## src/rtl/rv_multicycle_ctrl.sv

```systemverilog
// rv_multicycle_ctrl: multi-cycle RV32I control FSM with memory timeouts; RV_CTRL_PERF_EN adds cycle/instruction counters
module rv_multicycle_ctrl #(
  parameter int MEM_TIMEOUT = 15
`ifdef RV_CTRL_PERF_EN
  , parameter int CNT_W = 32
`endif
) (
  input  logic        CLK,
  input  logic        RST,
  input  logic        START,
  input  logic [31:0] INST,
  input  logic        IMEM_RDY,
  input  logic        DMEM_RDY,
  input  logic        ZERO,
  output logic        IMEM_RE,
  output logic        IR_WE,
  output logic        PC_WE,
  output logic        PC_SEL,
  output logic        RF_WE,
  output logic        ALU_SRC_B,
  output logic [3:0]  ALU_OP,
  output logic        DMEM_RE,
  output logic        DMEM_WE,
  output logic        WB_SEL,
  output logic        BUSY,
  output logic        HALTED,
  output logic        ERR,
  output logic [2:0]  STATE
`ifdef RV_CTRL_PERF_EN
  , output logic [CNT_W-1:0] CYC_CNT
  , output logic [CNT_W-1:0] INSTR_CNT
`endif
);
  localparam logic [2:0] S_IDLE   = 3'd0;
  localparam logic [2:0] S_FETCH  = 3'd1;
  localparam logic [2:0] S_DECODE = 3'd2;
  localparam logic [2:0] S_EXEC   = 3'd3;
  localparam logic [2:0] S_MEM    = 3'd4;
  localparam logic [2:0] S_WB     = 3'd5;
  localparam logic [2:0] S_HALT   = 3'd6;
  localparam int TW = $clog2(MEM_TIMEOUT + 1);
  localparam logic [TW-1:0] TMAX = TW'(MEM_TIMEOUT);

  logic [2:0]    r_state, w_next;
  logic [31:0]   r_ir;
  logic [TW-1:0] r_cnt;
  logic          r_err, w_err_set;
  logic [6:0]    w_op;
  logic [2:0]    w_f3;
  logic          w_is_r, w_is_i, w_is_lw, w_is_sw, w_is_br, w_br_ok, w_ecall;
  logic          w_fetch, w_exec, w_mem, w_wb, w_timeout, w_taken;

  assign w_op      = r_ir[6:0];
  assign w_f3      = r_ir[14:12];
  assign w_is_r    = w_op == 7'b0110011;
  assign w_is_i    = w_op == 7'b0010011;
  assign w_is_lw   = w_op == 7'b0000011;
  assign w_is_sw   = w_op == 7'b0100011;
  assign w_is_br   = w_op == 7'b1100011;
  assign w_br_ok   = w_f3[2:1] == 2'b00;
  assign w_ecall   = r_ir == 32'h0000_0073;
  assign w_fetch   = r_state == S_FETCH;
  assign w_exec    = r_state == S_EXEC;
  assign w_mem     = r_state == S_MEM;
  assign w_wb      = r_state == S_WB;
  assign w_timeout = r_cnt == TMAX;
  assign w_taken   = w_is_br & (w_f3[0] ? !ZERO : ZERO);

  // next-state selection and error-halt detection
  always_comb begin
    w_next    = r_state;
    w_err_set = 1'b0;
    case (r_state)
      S_IDLE:   w_next = START ? S_FETCH : S_IDLE;
      S_FETCH: begin
        w_next    = w_timeout ? S_HALT : IMEM_RDY ? S_DECODE : S_FETCH;
        w_err_set = w_timeout;
      end
      S_DECODE: begin
        w_next    = (w_ecall || w_is_r || w_is_i || w_is_lw || w_is_sw || (w_is_br && w_br_ok)) ? (w_ecall ? S_HALT : S_EXEC) : S_HALT;
        w_err_set = !(w_ecall || w_is_r || w_is_i || w_is_lw || w_is_sw || (w_is_br && w_br_ok));
      end
      S_EXEC:   w_next = w_is_br ? S_FETCH : (w_is_lw || w_is_sw) ? S_MEM : S_WB;
      S_MEM: begin
        w_next    = w_timeout ? S_HALT : DMEM_RDY ? (w_is_lw ? S_WB : S_FETCH) : S_MEM;
        w_err_set = w_timeout;
      end
      S_WB:     w_next = S_FETCH;
      S_HALT:   w_next = S_HALT;
      default:  w_next = S_IDLE;
    endcase
  end

  // datapath strobes decoded from state, latched instruction and handshake inputs
  always_comb begin
    IMEM_RE   = w_fetch & !w_timeout;
    IR_WE     = w_fetch & !w_timeout & IMEM_RDY;
    PC_WE     = (w_fetch & !w_timeout & IMEM_RDY) | (w_exec & w_taken);
    PC_SEL    = w_exec & w_taken;
    RF_WE     = w_wb;
    ALU_SRC_B = w_exec & (w_is_i | w_is_lw | w_is_sw);
    ALU_OP    = !w_exec ? 4'b0000 : w_is_r ? {r_ir[30], w_f3} : w_is_i ? {r_ir[30] & (w_f3 == 3'b101), w_f3} : w_is_br ? 4'b1000 : 4'b0000;
    DMEM_RE   = w_mem & !w_timeout & w_is_lw;
    DMEM_WE   = w_mem & !w_timeout & w_is_sw;
    WB_SEL    = w_wb & w_is_lw;
    BUSY      = r_state != S_IDLE && r_state != S_HALT;
    HALTED    = r_state == S_HALT;
    ERR       = r_err;
    STATE     = r_state;
  end

  // state, sticky error, instruction latch and wait-cycle counter (cleared on any state change)
  always_ff @(posedge CLK) begin
    if (RST) begin
      r_state <= S_IDLE;
      r_err   <= 1'b0;
      r_cnt   <= '0;
      r_ir    <= '0;
    end else begin
      r_state <= w_next;
      r_err   <= r_err | w_err_set;
      if (IR_WE) r_ir <= INST;
      r_cnt   <= (w_next != r_state) ? '0 : ((w_fetch && !IMEM_RDY) || (w_mem && !DMEM_RDY)) ? r_cnt + TW'(1) : r_cnt;
    end
  end

`ifdef RV_CTRL_PERF_EN
  logic [CNT_W-1:0] r_cyc, r_ins;
  // saturating busy-cycle and retired-instruction counters
  always_ff @(posedge CLK) begin
    if (RST) begin
      r_cyc <= '0;
      r_ins <= '0;
    end else begin
      if (BUSY && !(&r_cyc)) r_cyc <= r_cyc + CNT_W'(1);
      if (w_next == S_FETCH && (w_exec || w_mem || w_wb) && !(&r_ins)) r_ins <= r_ins + CNT_W'(1);
    end
  end
  assign CYC_CNT   = r_cyc;
  assign INSTR_CNT = r_ins;
`endif
endmodule
```

## config.mk

```make
export PLATFORM = sky130hd
export DESIGN_NAME = rv_multicycle_ctrl
export DESIGN_NICKNAME = d
export VERILOG_FILES = /design/src/rtl/rv_multicycle_ctrl.sv
export SDC_FILE = /design/constraint.sdc
export NUM_CORES = 1
export LEC_CHECK = 0
export BUFFER_PORTS_ARGS = -buffer_cell sky130_fd_sc_hd__buf_2
export CAP_MARGIN = 10
export CORE_UTILIZATION = 45
export CTS_CLUSTER_DIAMETER = 40
export DETAILED_ROUTE_END_ITERATION = 12
export PLACE_DENSITY = 0.68
export SLEW_MARGIN = 5
export SYNTH_ARGS = -nofsm -noshare
export SYNTH_HDL_FRONTEND = slang
export SYNTH_SLANG_ARGS = --single-unit
```

## constraint.sdc

```tcl
create_clock -name CLK -period 3.51 [get_ports CLK]
set_input_delay 0.351 -clock CLK [delete_from_list [all_inputs] [get_ports CLK]]
set_output_delay 0.351 -clock CLK [all_outputs]
set_load 0.01 [all_outputs]
```

== Yosys cells after proc, flatten, opt, wreduce, memory -nomap -nowiden ==
Cells that the tools add are included.

* Add/sub/neg operators: 1
* Equality and inequality tests: 16
* Mux-type cells: 17
* Bitwise logic cells: 14
* Reduce and logical (&&, ||, !) cells: 21

{| class="wikitable"
|+ Operators by type and width
! kind !! count
|-
| equality test 32 x 7 -> 1 bit (second input constant) || 1
|-
| 2-to-1 mux 3 bit || 7
|-
| case mux 3 bit (7 select lines) || 1
|-
| 2-to-1 mux 4 bit || 4
|-
| equality test 7 x 6 -> 1 bit (second input constant) || 2
|-
| equality test 3 bit (second input constant) || 4
|-
| bitwise AND 1 bit || 10
|-
| equality test 7 x 2 -> 1 bit (second input constant) || 1
|-
| equality test 7 x 5 -> 1 bit (second input constant) || 1
|-
| equality test 7 bit (second input constant) || 1
|-
| logical OR 1 bit || 7
|-
| equality test 3 x 2 -> 1 bit (second input constant) || 2
|-
| logical NOT 1 bit || 5
|-
| adder 4 x 1 -> 4 bit (second input constant) || 1
|-
| equality test 4 bit (second input constant) || 1
|-
| logical AND 1 bit || 4
|-
| OR 1 bit || 4
|-
| OR reduction 2 bit || 2
|-
| equality test 3 x 1 -> 1 bit (second input constant) || 1
|-
| logical NOT 3 bit || 1
|-
| 2-to-1 mux 1 bit || 3
|-
| != test 3 bit || 1
|-
| != test 3 bit (second input constant) || 1
|-
| nonzero test 3 bit || 1
|-
| 3 further kinds || 3
|}

* Bits in registers: 40
* Input bits: 38
* Output and inout bits: 19
* Word-level logic and storage cells: 73

== Longest topological paths before layout ==
Gate-level depths: netlist (run 1).

* Depth after elaboration: 10
* Depth in mapped cells: 8

== Worst setup path before layout (run 1) ==
OpenSTA, ideal clock, no wires.

* Kind: register -> output
* From: register r_state[1], in the netlist STATE[1]
* To: output PC_WE
* Arrival time: 1.707 ns
* Setup slack: 1.452 ns
* Stages on the path, launching flop included: 6
* Cell sequence: dfxtp_1 -> clkbuf_1 -> nor2b_1 -> nand2_1 -> nor4_1 -> or2_2

* Elaborated cells between the ends (all ways): 6
* Those cells by class: 2 x eq/ne; 4 x bitwise

{| class="wikitable"
|+ RTL lines
! what !! line !! text
|-
| from (decl) || 44 || <nowiki>logic [2:0] r_state, w_next;</nowiki>
|-
| from (signal assigned) || 120 || <nowiki>r_state <= w_next;</nowiki>
|-
| equality test 3 x 2 -> 1 bit || 63 || <nowiki>assign w_exec = r_state == S_EXEC;</nowiki>
|-
| bitwise AND 1 bit || - ||
|-
| named net PC_SEL || 18 || <nowiki>output logic PC_SEL,</nowiki>
|-
| OR 1 bit || 98 || <nowiki>PC_WE = (w_fetch & !w_timeout & IMEM_RDY) | (w_exec & w_taken);</nowiki>
|-
| to (decl) || 17 || <nowiki>output logic PC_WE,</nowiki>
|}

The timed path passes the listed nets, and every way through them passes these cells.

== Worst setup path in the final report (run 1) ==
* From: register r_state[2], in the netlist STATE[2]
* To: output PC_WE

* Cells in the longest elaborated chain, start to end: 4
* Elaborated cells between the ends (all ways): 6
* Those cells by class: 2 x eq/ne; 4 x bitwise

{| class="wikitable"
|+ RTL lines
! what !! line !! text
|-
| equality test 3 x 1 -> 1 bit || 62 || <nowiki>assign w_fetch = r_state == S_FETCH;</nowiki>
|-
| bitwise AND 1 bit (2 in series) || 98 ||
|-
| OR 1 bit (*) || 98 ||
|}

Mark *: on every way between the ends. The rest lies on a longest branch, timed or not.

==> flow_summary_export.csv, run 1 <==
group,metric,value,unit
global_route,grt_pass1_vias,1704,
clock_network,cts_made_buffers,5,
synth,ys_ff_latch,40,
sta,worstMarginPinSlew,1190,ps
sta,skew,3.69,ps
layout,fin_nets,346,
clock_network,cts_resized,0,
drt,antenna_left,0,
synth,synthFlopType,"dfxtp_1",
run,maxCapViolCount,0,
global_route,grt_usage,20.7,%
clock_network,htreeDepth,2,
critical_path,crit_type,"reg2out",
global_route,grt_antenna_before_repair,0,
floorplanning,die_y,67.8,um
place,post_dp_cell_area,2240,sq um
clock_network,clk_path_buf_depth,2,
sta,slew_headroom,18.9,%
floorplanning,die_w,67.8,um
layout,syn_to_final_growth,21.2,%
synth,ys_top_cells_by_area,"dfxtp_1, nand2_1, a21oi_1",
synth,synthesis.nets,297,
synth,yosys.area.top_type,"dfxtp_1",
sta,fin_setup_tns,0,ps
critical_path,path_depth,7,
synth,netlist_instances,258,
critical_path,r2r_setup_slack,1100,ps
drt,vias,1875,
synth,yosysTopAreaCellShare,41.1,%
layout,final_layout_size_suffix_gt1_share,24.4,%
clock_network,post_cts.repair.setup_buffers,0,
synth,synth_seq_area_share,41.1,%
critical_path,arrival,2590,ps
critical_path,path_delay_family,"simple AND/OR/NAND/NOR gates",
clock_network,clk_pin_slew,80,ps
synth,syn_area,1950,sq um
layout,utilization,57.8,%
drt,wl,4.36,mm
critical_path,r2r_start,"STATE[2]",
floorplanning,initial_core_util,47.7,%
drt,via_per_inst,5.24,
worst_hold_path,holdPathStages,3,
layout,antennaDiodeCount,0,
synth,async_flop_share,0,%
critical_path,cp_max_fo,33,
clock_network,hold_buffers,0,
floorplanning,core_area,4090,sq um
drt,dr.pass1.iters,4,
clock_network,insertion_delay,290,ps
floorplanning,dieArea,4600,sq um
place,port_buffers,56,
clock_network,clock-sinks,40,
sta,hold_ws,289,ps
clock_network,cts_tree,"built",
place,dpl.hpwl,3.12,mm
critical_path,end_kind,"output port",
sta,min_period,2940,ps
clock_network,cts_root_buf,"clkbuf_8",
critical_path,start_kind,"register",
worst_hold_path,min-delay-start,"INST[22]",
power_and_ir_drop,power_density,446,nW/um^2
layout,final_area,2360,sq um
critical_path,critPathRequiredTime,3160,ps
critical_path,crit_chain,"nand2b_1, nor3_1, nand2_1, buf_4, clkinv_1, or2_2, buf_2",
floorplanning,io_pins,57,
sta,drv_slew,0,
power_and_ir_drop,p_leak,0.952,nW
global_route,grt_max_degree,39,
critical_path,critPathSlowestCell,"dfxtp_1",
drt,drtIter0Drc,139,
floorplanning,rows,23,
synth,synth.most_common_cell,"nand2_1",
critical_path,crit_buf_inv,3,
sta,final-setup-viol-count,0,
worst_hold_path,hold_end,"r_ir[22]",
synth,avgSynthCellArea,7.55,sq um
sta,hold_viol,0,
global_route,grt_pass1_wl,7.17,mm
critical_path,rr_worst_depth,4,
sta,rsz0062_at_grt,"false",
critical_path,cpPeakStageDelay,610,ps
worst_hold_path,hold_class,"in2reg",
sta,fin_crit_sh,83.9,%
critical_path,regToRegEndpoint,"r_cnt[1]",
synth,synthTopCellsByCount,"nand2_1, dfxtp_1, a21oi_1",
synth,yosysUniqueCellTypes,49,
layout,nFillCells,422,
sta,clock.fmax,340,MHz
power_and_ir_drop,vdd_ir_drop_max,331,uV
synth,synth-edff-count,0,
synth,yosysWarnings,0,
drt,routedWlPerCell,12.2,um
place,place.gp.congestion,0.823,
global_route,overflow,0,
drt,drc,0,
status,run_status,"finished clean",
[registers in the layout, indices dropped and copies added, names as in the netlist]
register and cells:
STATE 3, ERR 1, r_cnt 4, r_ir 32
[stage by stage]
stage                     power, mW  instances  setup slack (ps)
final                          1.05        358               565
after global routing           1.10        358               334
after CTS                      1.06        358               597
after detailed placement      0.669        350               913
after global placement        0.667        350               951
after floorplan               0.615        258              1450
[tightest hold or removal path: cells and delay by family]
family / cells / cell delay (ps)
AOI/OAI and AO/OA: 1 / 50
buffers and inverters: 1 / 90
and+or+nand+nor: 1 / 40
[layout by cell type, fill, tap and decap left out, types with 4 or more instances in the layout]
cell type  instances
a21oi_1           39
buf_2             56
clkbuf_8           6
dfxtp_1           40
inv_1              5
nand2_1           76
nand2b_1           4
nor2_1            12
nor3_1             6
nor4_1             6
[routing by layer]
layer / GRT usage (%) / up-vias / routed length, um
met5: 0 / - / 0
met4: 7.29 / 0 / 43
met3: 4.22 / 6 / 197
met2: 35.3 / 45 / 2070
met1: 25.6 / 843 / 2050
li1: - / 981 / -
[report_power, final]
part | switching [mW] | internal, mW | leakage (nW) | total, mW
logic | 0.0891 | 0.0709 | 0.566 | 0.160
registers | 0.0212 | 0.476 | 0.324 | 0.498
clock network | 0.162 | 0.232 | 0.0614 | 0.394
total | 0.272 | 0.780 | 0.952 | 1.05
[worst max path at each step]
stage / start / endpoint / slack [ps]
after floorplan: STATE[1] / PC_WE / 1450
after global placement: STATE[2] / PC_WE / 950
after detailed placement: STATE[2] / PC_WE / 910
after CTS: STATE[2] / PC_WE / 600
after global routing: STATE[2] / PC_WE / 330
final: STATE[2] / PC_WE / 570
[area by class of cell]
| type | instances | area [sq um] | area share [%] |
|---|---|---|---|
| flip-flops and latches | 40 | 801 | 33.9 |
| clock inverters | 2 | 38.8 | 1.64 |
| multi-input cells | 195 | 1050 | 44.5 |
| clock buffers | 6 | 82.6 | 3.50 |
| inverters | 6 | 22.5 | 0.954 |
| repair buffers | 59 | 303 | 12.8 |
| well taps | 50 | 62.6 | 2.65 |
[cell families (layout without fill, tap and decap cells)]
| family | count (synthesis) | count (layout) | synth area share, % |
|---|---|---|---|
| compound gates | 57 | 57 | 18.6 |
| xor+xnor | 4 | 4 | 1.80 |
| fa+ha+maj | 1 | 1 | 0.642 |
| mux | 1 | 1 | 0.514 |
| flops | 40 | 40 | 41.1 |
| buf+inv | 23 | 73 | 4.95 |
| simple gates | 132 | 132 | 32.4 |
Power figures use the tool's default switching activity.
==> inputs of run 2 (changes only) <==
--- a/config.mk
+++ b/config.mk
@@ -5,12 +5,13 @@
 export SDC_FILE = /design/constraint.sdc
 export NUM_CORES = 1
 export LEC_CHECK = 0
+export ABC_AREA = 1
 export BUFFER_PORTS_ARGS = -buffer_cell sky130_fd_sc_hd__buf_2
 export CAP_MARGIN = 10
 export CORE_UTILIZATION = 45
 export CTS_CLUSTER_DIAMETER = 40
 export DETAILED_ROUTE_END_ITERATION = 12
-export PLACE_DENSITY = 0.68
+export PLACE_DENSITY = 0.7
 export SLEW_MARGIN = 5
 export SYNTH_ARGS = -nofsm -noshare
 export SYNTH_HDL_FRONTEND = slang
==> constraint.sdc (replaced) <==
create_clock -name CLK -period 2.55 [get_ports CLK]
set_input_delay 0.255 -clock CLK [delete_from_list [all_inputs] [get_ports CLK]]
set_output_delay 0.255 -clock CLK [all_outputs]
set_load 0.01 [all_outputs]
==> run 2 against run 1 <==
Net effect:
- hold slack worse by 93 ps
- count of clock-buffer cells in the layout unchanged
- via count up 5.2%
- critical path depth up 1
- first-iteration DRC count up 23%
- sequential power up 40%
- setup slack worse by 290 ps
- sequential share of layout area down 1.5 points
- synthesized area up 5.3%
- non-clock buffer count down 1
==> flow_summary_export.csv, run 2 <==
group,metric,value,unit
layout,finalNonFillerCells,395,
place,post_dp_cell_area,2350,sq um
power_and_ir_drop,vdd_ir_drop_max,325,uV
worst_hold_path,hold_class,"in2reg",
clock_network,post_cts.repair.setup_buffers,0,
clock_network,clock-sinks,40,
synth,avgSynthCellArea,7.12,sq um
sta,drv_slew,0,
global_route,grt_usage,21.1,%
status,run_status,"finished clean",
floorplanning,dieArea,4830,sq um
synth,synthTopCellsByCount,"nand2_1, dfxtp_1, inv_1",
drt,drtIter0Drc,171,
floorplanning,initial_core_util,47.1,%
drt,wl,4.73,mm
power_and_ir_drop,power.total,1.53,mW
synth,yosys.area.top_type,"dfxtp_1",
critical_path,cpPeakStageDelay,370,ps
critical_path,crit_chain,"ha_1, nand3_1, inv_1, nor3_4, nand2_2, clkinv_2, or2_1, buf_2",
drt,vias,1973,
sta,hold_viol,0,
sta,fin_setup_tns,0,ps
critical_path,r2r_setup_slack,690,ps
layout,largest_reg_flops,32,
clock_network,cts_made_buffers,5,
layout,final_layout_size_suffix_gt1_share,30.6,%
critical_path,start_kind,"register",
global_route,grt_pass1_wl,8.15,mm
synth,yosysUniqueCellTypes,33,
floorplanning,die_w,69.5,um
place,dpl.hpwl,3.43,mm
layout,mostFrequentLayoutCell,"nand2_1",
synth,yosysTopAreaCellShare,39.0,%
sta,fin_crit_sh,89.0,%
run,maxCapViolCount,0,
global_route,grt_pass1_vias,1844,
critical_path,crit_type,"reg2out",
layout,top_register,"r_ir",
sta,worstMarginPinSlew,546,ps
synth,synthFlopType,"dfxtp_1",
drt,routedWlPerCell,12.0,um
place,place.gp.congestion,0.903,
critical_path,arrival,2020,ps
synth,netlist_instances,288,
critical_path,path_delay_family,"simple AND/OR/NAND/NOR gates",
clock_network,htreeDepth,2,
floorplanning,die_y,69.5,um
drt,via_per_inst,4.99,
place,place_inst,387,
drt,drc,0,
layout,final_area,2470,sq um
critical_path,path_depth,8,
floorplanning,rows,24,
synth,synth-edff-count,0,
critical_path,rr_worst_depth,8,
power_and_ir_drop,p_leak,1.09,nW
global_route,grt_max_degree,45,
critical_path,r2r_start,"r_cnt[0]",
clock_network,cts_tree,"built",
critical_path,critPathRequiredTime,2300,ps
sta,rsz0062_at_grt,"false",
drt,antenna_left,0,
layout,antennaDiodeCount,0,
power_and_ir_drop,power_density,619,nW/um^2
global_route,grt_antenna_before_repair,0,
layout,fin_nets,381,
layout,final_cell_mix,"nand2_1, buf_2, dfxtp_1",
sta,hold_ws,196,ps
clock_network,cts_root_buf,"clkbuf_8",
floorplanning,io_pins,57,
synth,ys_ff_latch,40,
drt,dr.pass1.iters,4,
synth,async_flop_share,0,%
clock_network,clk_path_buf_depth,2,
synth,ys_top_cells_by_area,"dfxtp_1, nand2_1, a21oi_1",
sta,min_period,2270,ps
sta,final-setup-viol-count,0,
layout,syn_to_final_growth,20.3,%
critical_path,critPathSlowestCell,"dfxtp_1",
critical_path,cp_max_fo,16,
place,port_buffers,56,
clock_network,clk_pin_slew,80,ps
critical_path,crit_start,"r_cnt[0]",
critical_path,regToRegEndpoint,"r_ir[30]",
critical_path,crit_buf_inv,3,
synth,synthesis.nets,327,
sta,clock.fmax,440,MHz
floorplanning,core_area,4350,sq um
global_route,overflow,0,
sta,slew_headroom,63.6,%
clock_network,insertion_delay,300,ps
sta,skew,5.67,ps
clock_network,hold_buffers,0,
synth,yosysWarnings,0,
clock_network,cts_resized,0,
critical_path,cp-endpoint,"PC_WE",
synth,synth.most_common_cell,"nand2_1",
synth,syn_area,2050,sq um
critical_path,end_kind,"output port",
synth,synth_seq_area_share,39.0,%
[run 2: changes by cell type in the layout (fill, tap and decap cells not counted), moves of 4 or more]
| cell | change |
|---|---|
| o21ai_0 | +15 |
| inv_1 | +28 |
| nor2_1 | +7 |
| nor3_2 | +4 |
| nand2b_1 | -4 |
| a21oi_1 | -13 |
| nand3_1 | +11 |
| nand4_1 | +5 |
| a21oi_2 | +9 |
| nand2_2 | +14 |
| nand2_1 | -8 |
[run 2: worst min-delay path, delay by kind of cell]
kind	cells	cell delay (ps)
buffers and inverters	1	100
AOI/OAI and AO/OA	1	40
and+or+nand+nor	1	60
[run 2: stage by stage]
| step | setup WS [ps] | util (%) |
|---|---|---|
| 4_1_cts | 259 | 56.7 |
| 3_5_place_dp | 596 | 53.9 |
| 3_3_place_gp | 670 | 53.9 |
| 2_1_floorplan | 867 | - |
| 5_1_grt | 58.6 | 56.7 |
| 6_report | 280 | 56.7 |
[run 2: worst min-delay path by stage]
stage,start,endpoint,slack (ps),cells past startpoint
after detailed placement,r_ir[7],r_ir[7],450,2
after floorplan,INST[20],r_ir[20],390,2
after global placement,r_ir[7],r_ir[7],450,2
final,INST[22],r_ir[22],200,3
after global routing,INST[23],r_ir[23],190,3
after CTS,INST[22],r_ir[22],190,3
[run 2: cell type report]
cell class | instances | area [sq um]
Sequential cell | 40 | 801
Fill cell | 424 | 1890
Inverter | 37 | 140
Tap cell | 52 | 65.1
Clock inverter | 2 | 38.8
Multi-Input combinational cell | 200 | 1040
Clock buffer | 6 | 82.6
Timing Repair Buffer | 58 | 295
[run 2: where the power goes]
| group | total (mW) | internal (mW) | switching, mW |
|---|---|---|---|
| combinational | 0.279 | 0.102 | 0.177 |
| sequential | 0.698 | 0.665 | 0.0334 |
| clock | 0.551 | 0.320 | 0.231 |
[run 2: metal layers]
| layer | track usage, % | share of wire [%] | vias to the layer above | wire [um] |
|---|---|---|---|---|
| met5 | 0 | 0 | - | 0 |
| met3 | 6.54 | 6.3 | 7 | 298 |
| met4 | 8.16 | 1.5 | 0 | 72 |
| met2 | 32.4 | 46 | 71 | 2150 |
| li1 | - | - | 1037 | - |
| met1 | 27.7 | 47 | 858 | 2200 |
[run 2: cells by family after synthesis]
| kind of cell | after synthesis | synth area share, % |
|---|---|---|
| xor gates and xnor gates | 3 | 1.28 |
| DFF | 40 | 39.0 |
| and+or+nand+nor | 142 | 33.3 |
| buffers and inverters | 48 | 10.0 |
| AOI/OAI and AO/OA | 54 | 15.7 |
| adders and majority gates | 1 | 0.610 |
==> inputs of run 3 (changes only) <==
--- a/config.mk
+++ b/config.mk
@@ -8,6 +8,7 @@
 export ABC_AREA = 1
 export BUFFER_PORTS_ARGS = -buffer_cell sky130_fd_sc_hd__buf_2
 export CAP_MARGIN = 10
+export CORE_ASPECT_RATIO = 1.25
 export CORE_UTILIZATION = 45
 export CTS_CLUSTER_DIAMETER = 40
 export DETAILED_ROUTE_END_ITERATION = 12
==> run 3 against run 2 <==
Net effect:
- the flow now finishes with violations (DRC)
- non-clock buffer count rose by 1
- wire length fell by 3.3%
- highest routed layer unchanged
- fmax rose by 4.6%
- critical endpoint is now IR_WE
- first-iteration DRC count fell by 33%
- clock skew rose by 2.6 ps
==> flow_summary_export.csv, run 3 (synthesized netlist as in run 2, its figures left out) <==
group,metric,value,unit
sta,hold_ws,199,ps
drt,drtIter0Drc,114,
place,dpl.hpwl,3.53,mm
global_route,grt_pass1_wl,7.78,mm
place,post-place-ws,693,ps
power_and_ir_drop,switchingPower,0.418,mW
critical_path,cp_max_fo,12,
critical_path,start_kind,"register",
floorplanning,core_area,4390,sq um
layout,final_cell_mix,"nand2_1, buf_2, dfxtp_1",
layout,fin_nets,382,
layout,syn_to_final_growth,20.4,%
power_and_ir_drop,vdd_ir_drop_max,373,uV
floorplanning,die_w,62.4,um
clock_network,cts_made_buffers,5,
clock_network,htreeDepth,2,
critical_path,arrival,1920,ps
power_and_ir_drop,p_leak,1.09,nW
floorplanning,rows,27,
critical_path,crit_type,"reg2out",
clock_network,clock-sinks,40,
clock_network,hold_buffers,0,
layout,top_register,"r_ir",
clock_network,post_cts.repair.setup_buffers,0,
drt,antenna_left,0,
clock_network,insertion_delay,290,ps
floorplanning,initial_core_util,46.7,%
sta,hold_viol,0,
clock_network,clk_pin_slew,80,ps
worst_hold_path,hold_class,"in2reg",
clock_network,clk_path_buf_depth,2,
sta,slew_headroom,66.3,%
floorplanning,dieArea,4830,sq um
power_and_ir_drop,seqPwrFrac,47.3,%
sta,fin_crit_sh,85.1,%
global_route,grt_usage,20.3,%
power_and_ir_drop,pwr-share-comb,18.6,%
place,place.gp.congestion,0.851,
drt,wl,4.57,mm
sta,fin_setup_tns,0,ps
place,post_dp_cell_area,2360,sq um
sta,rsz0062_at_grt,"false",
drt,drc,2,
sta,final-setup-viol-count,0,
layout,mostFrequentLayoutCell,"nand2_1",
sta,worst_slack,379,ps
sta,clock.fmax,461,MHz
floorplanning,io_pins,57,
status,violations,"DRC",
power_and_ir_drop,power.total,1.48,mW
global_route,overflow,0,
status,run_status,"finished, violations left",
sta,drv_slew,0,
floorplanning,die_y,77.5,um
drt,dr.pass1.iters,11,
drt,routedWlPerCell,11.4,um
layout,final_area,2470,sq um
power_and_ir_drop,clockPowerShare,34.1,%
drt,via_per_inst,4.94,
power_and_ir_drop,cellInternalPower,1.06,mW
sta,worstMarginPinSlew,504,ps
clock_network,cts_tree,"built",
place,port_buffers,56,
power_and_ir_drop,switching_share,28.3,%
power_and_ir_drop,power_density,598,nW/um^2
layout,final_layout_size_suffix_gt1_share,30.5,%
layout,largest_reg_flops,32,
run,maxCapViolCount,0,
critical_path,critPathRequiredTime,2300,ps
clock_network,cts_root_buf,"clkbuf_8",
place,place_inst,394,
sta,min_period,2170,ps
drt,vias,1984,
layout,utilization,56.2,%
layout,antennaDiodeCount,0,
sta,skew,8.28,ps
global_route,grt_max_degree,45,
critical_path,end_kind,"output port",
global_route,grt_antenna_before_repair,0,
clock_network,cts_resized,0,
layout,finalNonFillerCells,402,
global_route,grt_pass1_vias,1833,
==> run 3: final timing paths <==
kind | from | end | slack, ps | cells after the start
min reg2reg | r_ir[8] | r_ir[8] | 460 | 2
max | r_cnt[0] | IR_WE | 380 | 8
min | INST[25] | r_ir[25] | 200 | 3
max reg2reg | r_cnt[0] | r_ir[12] | 770 | 8
==> run 3: critical path: stages, from the launching register on <==
cell	delay, ps
dfxtp_1	340
ha_1	220
nand3_1	170
inv_1	120
nor3_4	150
nand2_2	90
clkinv_2	140
buf_4	230
buf_2	160
==> run 3: layout make-up <==
cell class | count | area, sq um
fill | 470 | 1920
inverter | 37 | 140
tap | 58 | 72.6
multi-input combinational | 200 | 1040
clock buffer | 6 | 72.6
clock inverter | 2 | 35.0
timing repair buffer | 59 | 303
sequential | 40 | 801
==> run 3: per-layer routing <==
metal	GRT usage, %	up-vias	part of all wire [%]
met3	4.12	9	4.2
met1	22.6	886	44
li1	-	1040	-
met4	10.5	0	2.7
met2	36.2	49	49
met5	0	-	0
==> run 3: power by group through the flow <==
stage               logic (mW)  clock network (mW)  registers (mW)
finish                   0.275               0.504           0.698
floorplan                0.201                   0           0.704
global route             0.310               0.542           0.704
CTS                      0.277               0.518           0.698
detailed placement       0.277                   0           0.712
global placement         0.273                   0           0.711
